==> src/rtl/fft_pkg.sv <==
// Shared constants and state encoding for the 8-point FFT serial/parallel stages.
package fft_pkg;

  localparam int DW_DEFAULT = 16;
  localparam int N_PTS      = 8;
  localparam int CNT_W      = 3;

  typedef enum logic {IDLE, SHIFT} state_t;

endpackage

==> src/rtl/fft_p2s_bank.sv <==
// One frame of storage: parallel write, bulk copy from another bank, indexed read.
module fft_p2s_bank
  import fft_pkg::*;
#(
  parameter int DW = DW_DEFAULT
) (
  input  logic                       clk,
  input  logic                       reset_n,
  input  logic                       i_we,
  input  logic [N_PTS-1:0][DW-1:0]   i_wdata,
  input  logic                       i_copy,
  input  logic [N_PTS-1:0][DW-1:0]   i_copyData,
  input  logic [CNT_W-1:0]           i_ridx,
  output logic [DW-1:0]              o_rdata,
  output logic [N_PTS-1:0][DW-1:0]   o_words
);

  logic [N_PTS-1:0][DW-1:0] r_mem;

  always_ff @(posedge clk or negedge reset_n) begin
    if (!reset_n) begin
      r_mem <= '0;
    end else if (i_copy) begin
      r_mem <= i_copyData;
    end else if (i_we) begin
      r_mem <= i_wdata;
    end
  end

  assign o_rdata = r_mem[i_ridx];
  assign o_words = r_mem;

endmodule

==> src/rtl/fft_p2s.sv <==
// FFT output stage: double-buffered parallel-to-serial converter, word 0 first.
module fft_p2s
  import fft_pkg::*;
#(
  parameter int DW = DW_DEFAULT
) (
  input  logic          clk,
  input  logic          reset_n,
  input  logic          load,
  input  logic [DW-1:0] p_in0,
  input  logic [DW-1:0] p_in1,
  input  logic [DW-1:0] p_in2,
  input  logic [DW-1:0] p_in3,
  input  logic [DW-1:0] p_in4,
  input  logic [DW-1:0] p_in5,
  input  logic [DW-1:0] p_in6,
  input  logic [DW-1:0] p_in7,
  output logic          load_rdy,
  input  logic          out_en,
  output logic [DW-1:0] s_out,
  output logic          s_valid,
  output logic          s_last,
  output logic          ovf
);

  state_t                   r_state, w_nextState;
  logic [CNT_W-1:0]         r_cnt, w_nextCnt;
  logic                     r_shadowFull, w_nextShadowFull;
  logic                     r_ovf;
  logic                     w_accept, w_xfer, w_lastXfer;
  logic                     w_actWe, w_actCopy, w_shWe;
  logic [N_PTS-1:0][DW-1:0] w_pIn, w_shadowWords, w_activeWords;
  logic [DW-1:0]            w_activeRdata, w_shadowRdata;
  logic                     w_unusedBits;

  assign w_pIn      = {p_in7, p_in6, p_in5, p_in4, p_in3, p_in2, p_in1, p_in0};
  assign load_rdy   = !r_shadowFull;
  assign w_accept   = load && load_rdy;
  assign w_xfer     = (r_state == SHIFT) && out_en;
  assign w_lastXfer = w_xfer && (r_cnt == CNT_W'(N_PTS - 1));

  fft_p2s_bank #(.DW(DW)) u_active (
    .clk        (clk),
    .reset_n    (reset_n),
    .i_we       (w_actWe),
    .i_wdata    (w_pIn),
    .i_copy     (w_actCopy),
    .i_copyData (w_shadowWords),
    .i_ridx     (r_cnt),
    .o_rdata    (w_activeRdata),
    .o_words    (w_activeWords)
  );

  fft_p2s_bank #(.DW(DW)) u_shadow (
    .clk        (clk),
    .reset_n    (reset_n),
    .i_we       (w_shWe),
    .i_wdata    (w_pIn),
    .i_copy     (1'b0),
    .i_copyData ('0),
    .i_ridx     (r_cnt),
    .o_rdata    (w_shadowRdata),
    .o_words    (w_shadowWords)
  );

  // Each bank exposes both read styles; only one of each is consumed here.
  assign w_unusedBits = ^{w_activeWords, w_shadowRdata};

  always_comb begin
    w_nextState      = r_state;
    w_nextCnt        = r_cnt;
    w_nextShadowFull = r_shadowFull;
    w_actWe          = 1'b0;
    w_actCopy        = 1'b0;
    w_shWe           = 1'b0;
    case (r_state)
      IDLE: begin
        if (w_accept) begin
          w_actWe     = 1'b1;
          w_nextCnt   = '0;
          w_nextState = SHIFT;
        end
      end
      SHIFT: begin
        // Last word frees the active bank: refill from shadow, else direct load, else idle.
        if (w_lastXfer) begin
          w_nextCnt = '0;
          if (r_shadowFull) begin
            w_actCopy        = 1'b1;
            w_nextShadowFull = 1'b0;
          end else if (w_accept) begin
            w_actWe = 1'b1;
          end else begin
            w_nextState = IDLE;
          end
        end else begin
          if (w_xfer) begin
            w_nextCnt = r_cnt + CNT_W'(1);
          end
          if (w_accept) begin
            w_shWe           = 1'b1;
            w_nextShadowFull = 1'b1;
          end
        end
      end
      default: w_nextState = IDLE;
    endcase
  end

  always_ff @(posedge clk or negedge reset_n) begin
    if (!reset_n) begin
      r_state      <= IDLE;
      r_cnt        <= '0;
      r_shadowFull <= 1'b0;
      r_ovf        <= 1'b0;
    end else begin
      r_state      <= w_nextState;
      r_cnt        <= w_nextCnt;
      r_shadowFull <= w_nextShadowFull;
      if (load && !load_rdy) begin
        r_ovf <= 1'b1;
      end
    end
  end

  assign s_valid = (r_state == SHIFT);
  assign s_out   = s_valid ? w_activeRdata : '0;
  assign s_last  = s_valid && (r_cnt == CNT_W'(N_PTS - 1));
  assign ovf     = r_ovf;

endmodule
==> config.mk <==
export PLATFORM = sky130hd
export DESIGN_NAME = fft_p2s
export DESIGN_NICKNAME = d
export VERILOG_FILES = /design/src/rtl/fft_pkg.sv /design/src/rtl/fft_p2s_bank.sv /design/src/rtl/fft_p2s.sv
export SDC_FILE = /design/constraint.sdc
export NUM_CORES = 1
export LEC_CHECK = 0
export ABC_AREA = 1
export CAP_MARGIN = 20
export CORE_MARGIN = 1
export CORE_UTILIZATION = 60
export DETAILED_ROUTE_END_ITERATION = 8
export PLACE_DENSITY = 0.84
export SYNTH_ARGS = -nofsm -noshare
export SYNTH_HDL_FRONTEND = slang
export SYNTH_SLANG_ARGS = --single-unit
==> constraint.sdc <==
create_clock -name clk -period 3 [get_ports clk]
set_input_delay 0.6 -clock clk [delete_from_list [all_inputs] [get_ports clk]]
set_output_delay 0.6 -clock clk [all_outputs]
set_load 0.01 [all_outputs]
==> out/results.tsv, run 1 <==
metric	value	unit
period_share	0.981	
antenna_found_initial	1	
postRouteWirelength	38400	µm
power_density	925	mW/mm²
grt_pass1_wl	63100	µm
die_x	152	µm
gr-usage-all-layers	0.334	
clockBufferDepth	3	
yosysSeqAreaShare	0.483	
ys_top_cells_by_area	dfrtp_1 48%, nand2_1 29%, nand3_1 12%	
start_kind	flip-flop	
die_h	152	µm
syn-cell-area	0.0136	mm²
postCtsSetupBuffers	0	
required	2.40	ns
io_pins	152	
synth_cell_types	16	
grt_max_degree	130	
ff2ff_path_depth	11	
yosysWarnings	0	
synth_cells	1987	
ys_seq_elements	262	
synth_top_area_cell	dfrtp_1	
overflow	0	
synth_nets	2121	
start_util	0.616	
drc_errors	16	
htree_levels	1	
met3_usage	0.0449	
cts.sinks	262	
clkTransAtPathRegs	0.06	ns
drt_first_pass_iters	8	
end_kind	primary output	
violations	DRC	
area.growth.synth_to_final	20.3	%
io_buffers	151	
cts_tree	yes	
setup_viol	0	
syn_avg_cell_area	6.83	µm²
max_freq	340	MHz
skew	0.00783	ns
drt-initial-drc-count	1393	
status	finished, violations left	
maxSlewHeadroom	0.438	
async_flop_share	1.00	
finalCriticalPeriod	2.94	ns
fin_util	0.741	
yosys-top-cells-count	1064 x nand2_1, 337 x nand3_1, 262 x dfrtp_1	
grt_pass1_vias	12700	
dieArea	0.0232	mm²
drtAntennaViolNets	0	
setup.worst_path.start	r_cnt[0]	
vias	13300	
drv_slew	0	
final_net_count	2194	
critical_path_class	reg -> out	
p_leak	9.05	nW
clock_tree.root_cell	clkbuf_16	
synth_edf_count	0	
use_met2	0.540	
routedWlPerCell	16.2	µm
holdBufCountCts	0	
synth_most_common_cell	nand2_1	
drt-vias-per-instance	5.62	
use_met1	0.456	
synth_top_cell_area_share	0.483	
busiest_layer	met2	
drive_gt1_frac	0.0495	
rsz0062_at_grt	true	
cap_violations	0	
dpl.hpwl	24300	µm
worst_slew_pin_slew	0.843	ns
fp.coreArea	0.0220	mm²
crit_fanout	29	
rows	54	
gp_congestion	0.958	
ir_worst_vdd	0.578	mV
regToRegStartpoint	r_cnt[0]	
final.setup.tns	0	ns
synth_ff_type	dfrtp_1	
cts_made_buffers	28	
critPathArrivalTime	2.34	ns
insertion_delay	0.55	ns
hold_viol_final	0	
hold_path_class	in -> async	
## where the power goes
| part | leakage, nW | switching [mW] | internal, mW |
|---|---|---|---|
| registers | 3.41 | 0.939 | 5.11 |
| clock network | 0.482 | 1.47 | 2.24 |
| logic | 5.15 | 3.33 | 2.02 |
| total | 9.05 | 5.74 | 9.36 |
## stage by stage
step | worst slack, ns | instances | hold slack (ns) | power (mW) | instance area (µm²)
2_1_floorplan | 1.11 | 1987 | 0.304 | 9.19 | 13600
3_3_place_gp | 0.446 | 2309 | 0.454 | 10.9 | 15200
3_5_place_dp | 0.371 | 2309 | 0.459 | 11.2 | 15200
4_1_cts | -0.00924 | 2361 | 0.106 | 15.0 | 16200
5_1_grt | -0.0177 | 2362 | 0.127 | 16.1 | 16300
6_report | 0.0585 | 2363 | 0.0821 | 15.1 | 16300
## final cells by class
cell class | count | area (µm²)
Timing Repair Buffer | 182 | 1920
Antenna cell | 1 | 2.50
Fill cell | 1734 | 5700
Inverter | 139 | 524
Clock inverter | 14 | 191
Tap cell | 280 | 350
Sequential cell | 262 | 6560
Multi-Input combinational cell | 1447 | 5960
Clock buffer | 38 | 810
## layer usage
metal,wire length [µm],part of all wire,vias up
met1,15700,0.41,6331
met2,18300,0.48,610
met3,2850,0.074,99
met5,0,0,-
met4,1540,0.040,0
li1,-,-,6234
## final timing paths
check | endpoint | slack, ns
min in group clk | u_shadow.o_words[114] | 0.47
min reg2reg | u_shadow.o_words[114] | 0.47
min | u_active.o_words[124] | 0.08
max | s_out[8] | 0.06
max in group asynchronous | u_shadow.o_words[58] | 2.04
max reg2reg | u_active.o_words[103] | 0.35
## flip-flops by register name (all words and copies together), names as in the netlist
signal            flops
u_active.o_words    128
r_cnt                 3
r_shadowFull          1
ovf                   1
u_shadow.o_words    128
s_valid               1
## layout by cell type (no fill, tap or decap), drive strengths merged
cell type | synthesis | layout
nand3 | 337 | 337
o211ai | 1 | 1
dlygate4sd2 | 0 | 1
buf | 83 | 31
inv | 139 | 139
nand4 | 1 | 1
o21ai | 5 | 5
o21bai | 1 | 1
dlymetal6s2s | 0 | 5
nand2 | 1064 | 1064
clkinvlp | 0 | 4
diode | 0 | 1
dfrtp | 262 | 262
nor2 | 35 | 35
clkdlybuf4s50 | 0 | 144
clkinv | 0 | 6
bufinv | 0 | 4
clkbuf | 56 | 39
ha | 2 | 2
a21oi | 1 | 1
## cells by family after synthesis
group | count (synthesis) | synth area share
compound gates | 8 | 0.00332
fa+ha+maj | 2 | 0.00184
buf+inv | 278 | 0.0826
flops | 262 | 0.483
simple gates | 1437 | 0.429
## timing repair
action,in CTS,in global routing
cloned,0,1
resized for setup,12,19
endpoints found under the setup margin,9,16
## critical path, stage by stage, from the launching register on
cell and delay [ns]:
dfrtp_2 0.39, inv_1 0.10, buf_8 0.18, nand2_1 0.08
nand3_1 0.12, nand3_1 0.12, nand2_1 0.06, nor2_2 0.17
clkdlybuf4s50_1 0.56
Power figures use the tool's default switching activity.
==> run 2, diff against run 1 <==
--- a/config.mk
+++ b/config.mk
@@ -10,7 +10,9 @@
 export CORE_MARGIN = 1
 export CORE_UTILIZATION = 60
 export DETAILED_ROUTE_END_ITERATION = 8
-export PLACE_DENSITY = 0.84
+export HOLD_SLACK_MARGIN = 0.02
+export PLACE_DENSITY = 0.83
 export SYNTH_ARGS = -nofsm -noshare
 export SYNTH_HDL_FRONTEND = slang
+export SYNTH_HIERARCHICAL = 1
 export SYNTH_SLANG_ARGS = --single-unit
==> run 2 against run 1 <==
The flow now finishes without violations. Setup slack better by 0.067 ns. Non-clock buffer count down 7. Worst hold slack worse by 0.055 ns. Critical path depth down 2. Power is 11% lower. Area after synthesis fell by 2.1%. Sequential cell count is the same. Via count down 3.9%. Synthesized cell count is 6.4% lower. Maximum frequency is 2.3% higher. Sequential power down 13%. Clock skew increased by 0.0014 ns.
==> out/results.tsv, run 2 <==
metric	value	unit	change
yosysWarnings	6		+6
status	finished clean		
io_pins	152		unchanged
drt-initial-drc-count	1531		+9.9%
maxSlewHeadroom	0.588		+0.150
dieArea	0.0227	mm²	-2.1%
finalCriticalPeriod	2.87	ns	-0.0667 ns
cts_made_buffers	28		unchanged
clkTransAtPathRegs	0.06	ns	about the same
drive_gt1_frac	0.0361		-0.0134
required	2.40	ns	about the same
critical_path_class	reg -> out		
rows	54		unchanged
cts.sinks	262		unchanged
start_kind	flip-flop		
synth_cells	1860		-6.4%
overflow	0		unchanged
critPathArrivalTime	2.27	ns	-0.07 ns
antenna_found_initial	0		-1
clock_tree.root_cell	clkbuf_16		
critPathSlowestCell	clkdlybuf4s50_1		
start_util	0.611		-0.00552
period_share	0.958		-0.0222
hold_viol_final	0		unchanged
p_leak	8.40	nW	-7.2%
seq_area	0.00656	mm²	about the same
cap_violations	0		unchanged
routedWlPerCell	16.0	µm	-1.6%
area.growth.synth_to_final	22.7	%	
hold_path_class	in -> async		
rsz0062_at_grt	false		
cp_num_buf_inv	3		unchanged
fp.coreArea	0.0218	mm²	-1.2%
power_density	820	mW/mm²	-11%
drv_slew	0		unchanged
setup.reg_to_reg.worst_slack	0.53	ns	+0.18 ns
grt_pass1_vias	12200		-3.9%
stdcell_count	2387		+1.0%
drt_first_pass_iters	7		-1
syn_avg_cell_area	7.14	µm²	+4.6%
skew	0.00922	ns	+0.00140 ns
drtAntennaViolNets	0		unchanged
multi_input_comb_area	0.00600	mm²	+0.61%
gr-usage-all-layers	0.342		+0.00802
die_x	151	µm	-1.0%
fin_util	0.749		+0.00834
max_freq	348	MHz	+2.3%
fillCellCount	1652		-4.7%
cpPeakStageDelay	0.53	ns	-0.03 ns
gp_congestion	0.891		-7.0%
vias	12800		-3.9%
io_buffers	151		unchanged
finalPower	13.4	mW	-11%
final_net_count	2221		+1.2%
layout_commonest_cell	nand2_1		
drc_errors	0		-16
ir_worst_vdd	0.485	mV	-16%
dpl_cell_area	0.0153	mm²	+0.75%
cp_cell_sequence	buf_6 > ha_1 > ha_2 > nand2_1 > inv_1 > clkdlybuf4s50_1		
postRouteWirelength	38100	µm	-0.63%
worst_slew_pin_slew	0.618	ns	-0.225 ns
insertion_delay	0.55	ns	about the same
insertedDiodeCount	0		-1
die_h	151	µm	-1.0%
place_inst	2335		+1.1%
syn-cell-area	0.0133	mm²	-2.1%
grt_max_degree	101		-22%
crit_family	buffers and inverters		
design_area	0.0163	mm²	-0.12%
crit_fanout	19		-34%
cts_tree	yes		
final.setup.tns	0	ns	unchanged
end_kind	primary output		
mostFrequentLayoutCells	990 x nand2_1, 314 x nand3_1, 261 x dfrtp_1, 156 x inv_1, 134 x clkdlybuf4s50_1		
dpl.hpwl	22900	µm	-5.7%
drt-vias-per-instance	5.34		-4.9%
clockBufferDepth	3		unchanged
setup_viol	0		unchanged
grt_pass1_wl	60800	µm	-3.7%
htree_levels	1		unchanged
[run 2: layout make-up]
class / instances / area share
Clock buffer: 44 / 0.0510
Clock inverter: 6 / 0.00184
Inverter: 158 / 0.0365
Multi-Input combinational cell: 1462 / 0.368
Sequential cell: 262 / 0.402
Tap cell: 280 / 0.0215
Timing Repair Buffer: 175 / 0.119
[run 2: path summary, 6_finish.rpt]
| path | from | endpoint | cells past startpoint |
|---|---|---|---|
| min in group clk | u_shadow/o_words[93] | u_shadow/o_words[93] | 2 |
| max in group asynchronous | reset_n | u_active/o_words[60] | 2 |
| min | reset_n | u_shadow/o_words[31] | 1 |
| max reg2reg | r_cnt[0] | u_active/o_words[1] | 9 |
| min reg2reg | u_shadow/o_words[93] | u_shadow/o_words[93] | 2 |
| max | r_cnt[0] | s_last | 6 |
[run 2: layer usage]
| metal | track usage | wire length, µm | up-vias |
|---|---|---|---|
| met1 | 0.465 | 15400 | 5912 |
| met4 | 0.163 | 1680 | 0 |
| met2 | 0.538 | 17600 | 694 |
| li1 | - | - | 6035 |
| met5 | 0 | 0 | - |
| met3 | 0.0542 | 3450 | 117 |
[run 2: worst register-to-register path, cell delays in order (launching register included)]
cell and delay, ns:
dfrtp_2 0.46, buf_6 0.19, ha_1 0.22, ha_2 0.21, a21oi_2 0.18, nor2_1 0.11
nor2_4 0.32, buf_4 0.45, nand2_1 0.15, nand3_1 0.12
[run 2: timing repair]
item	in CTS	in global routing
endpoints found under the hold margin	0	0
hold buffers	0	0
setup endpoints to repair	16	16
setup buffers	0	0
gates cloned	1	1
gates resized for setup	5	20
[run 2: where the power goes]
part / total (mW) / internal [mW] / switching (mW)
Sequential: 5.26 / 4.63 / 0.634
Combinational: 4.83 / 1.85 / 2.98
Clock: 3.28 / 1.89 / 1.40
Total: 13.4 / 8.37 / 5.01
[run 2: per-stage QoR]
step	hold slack [ns]	setup WS, ns
detailed placement	0.467	0.411
global route	0.0935	0.0182
CTS	0.0664	-0.0653
floorplan	0.304	1.24
finish	0.0269	0.125
global placement	0.461	0.460
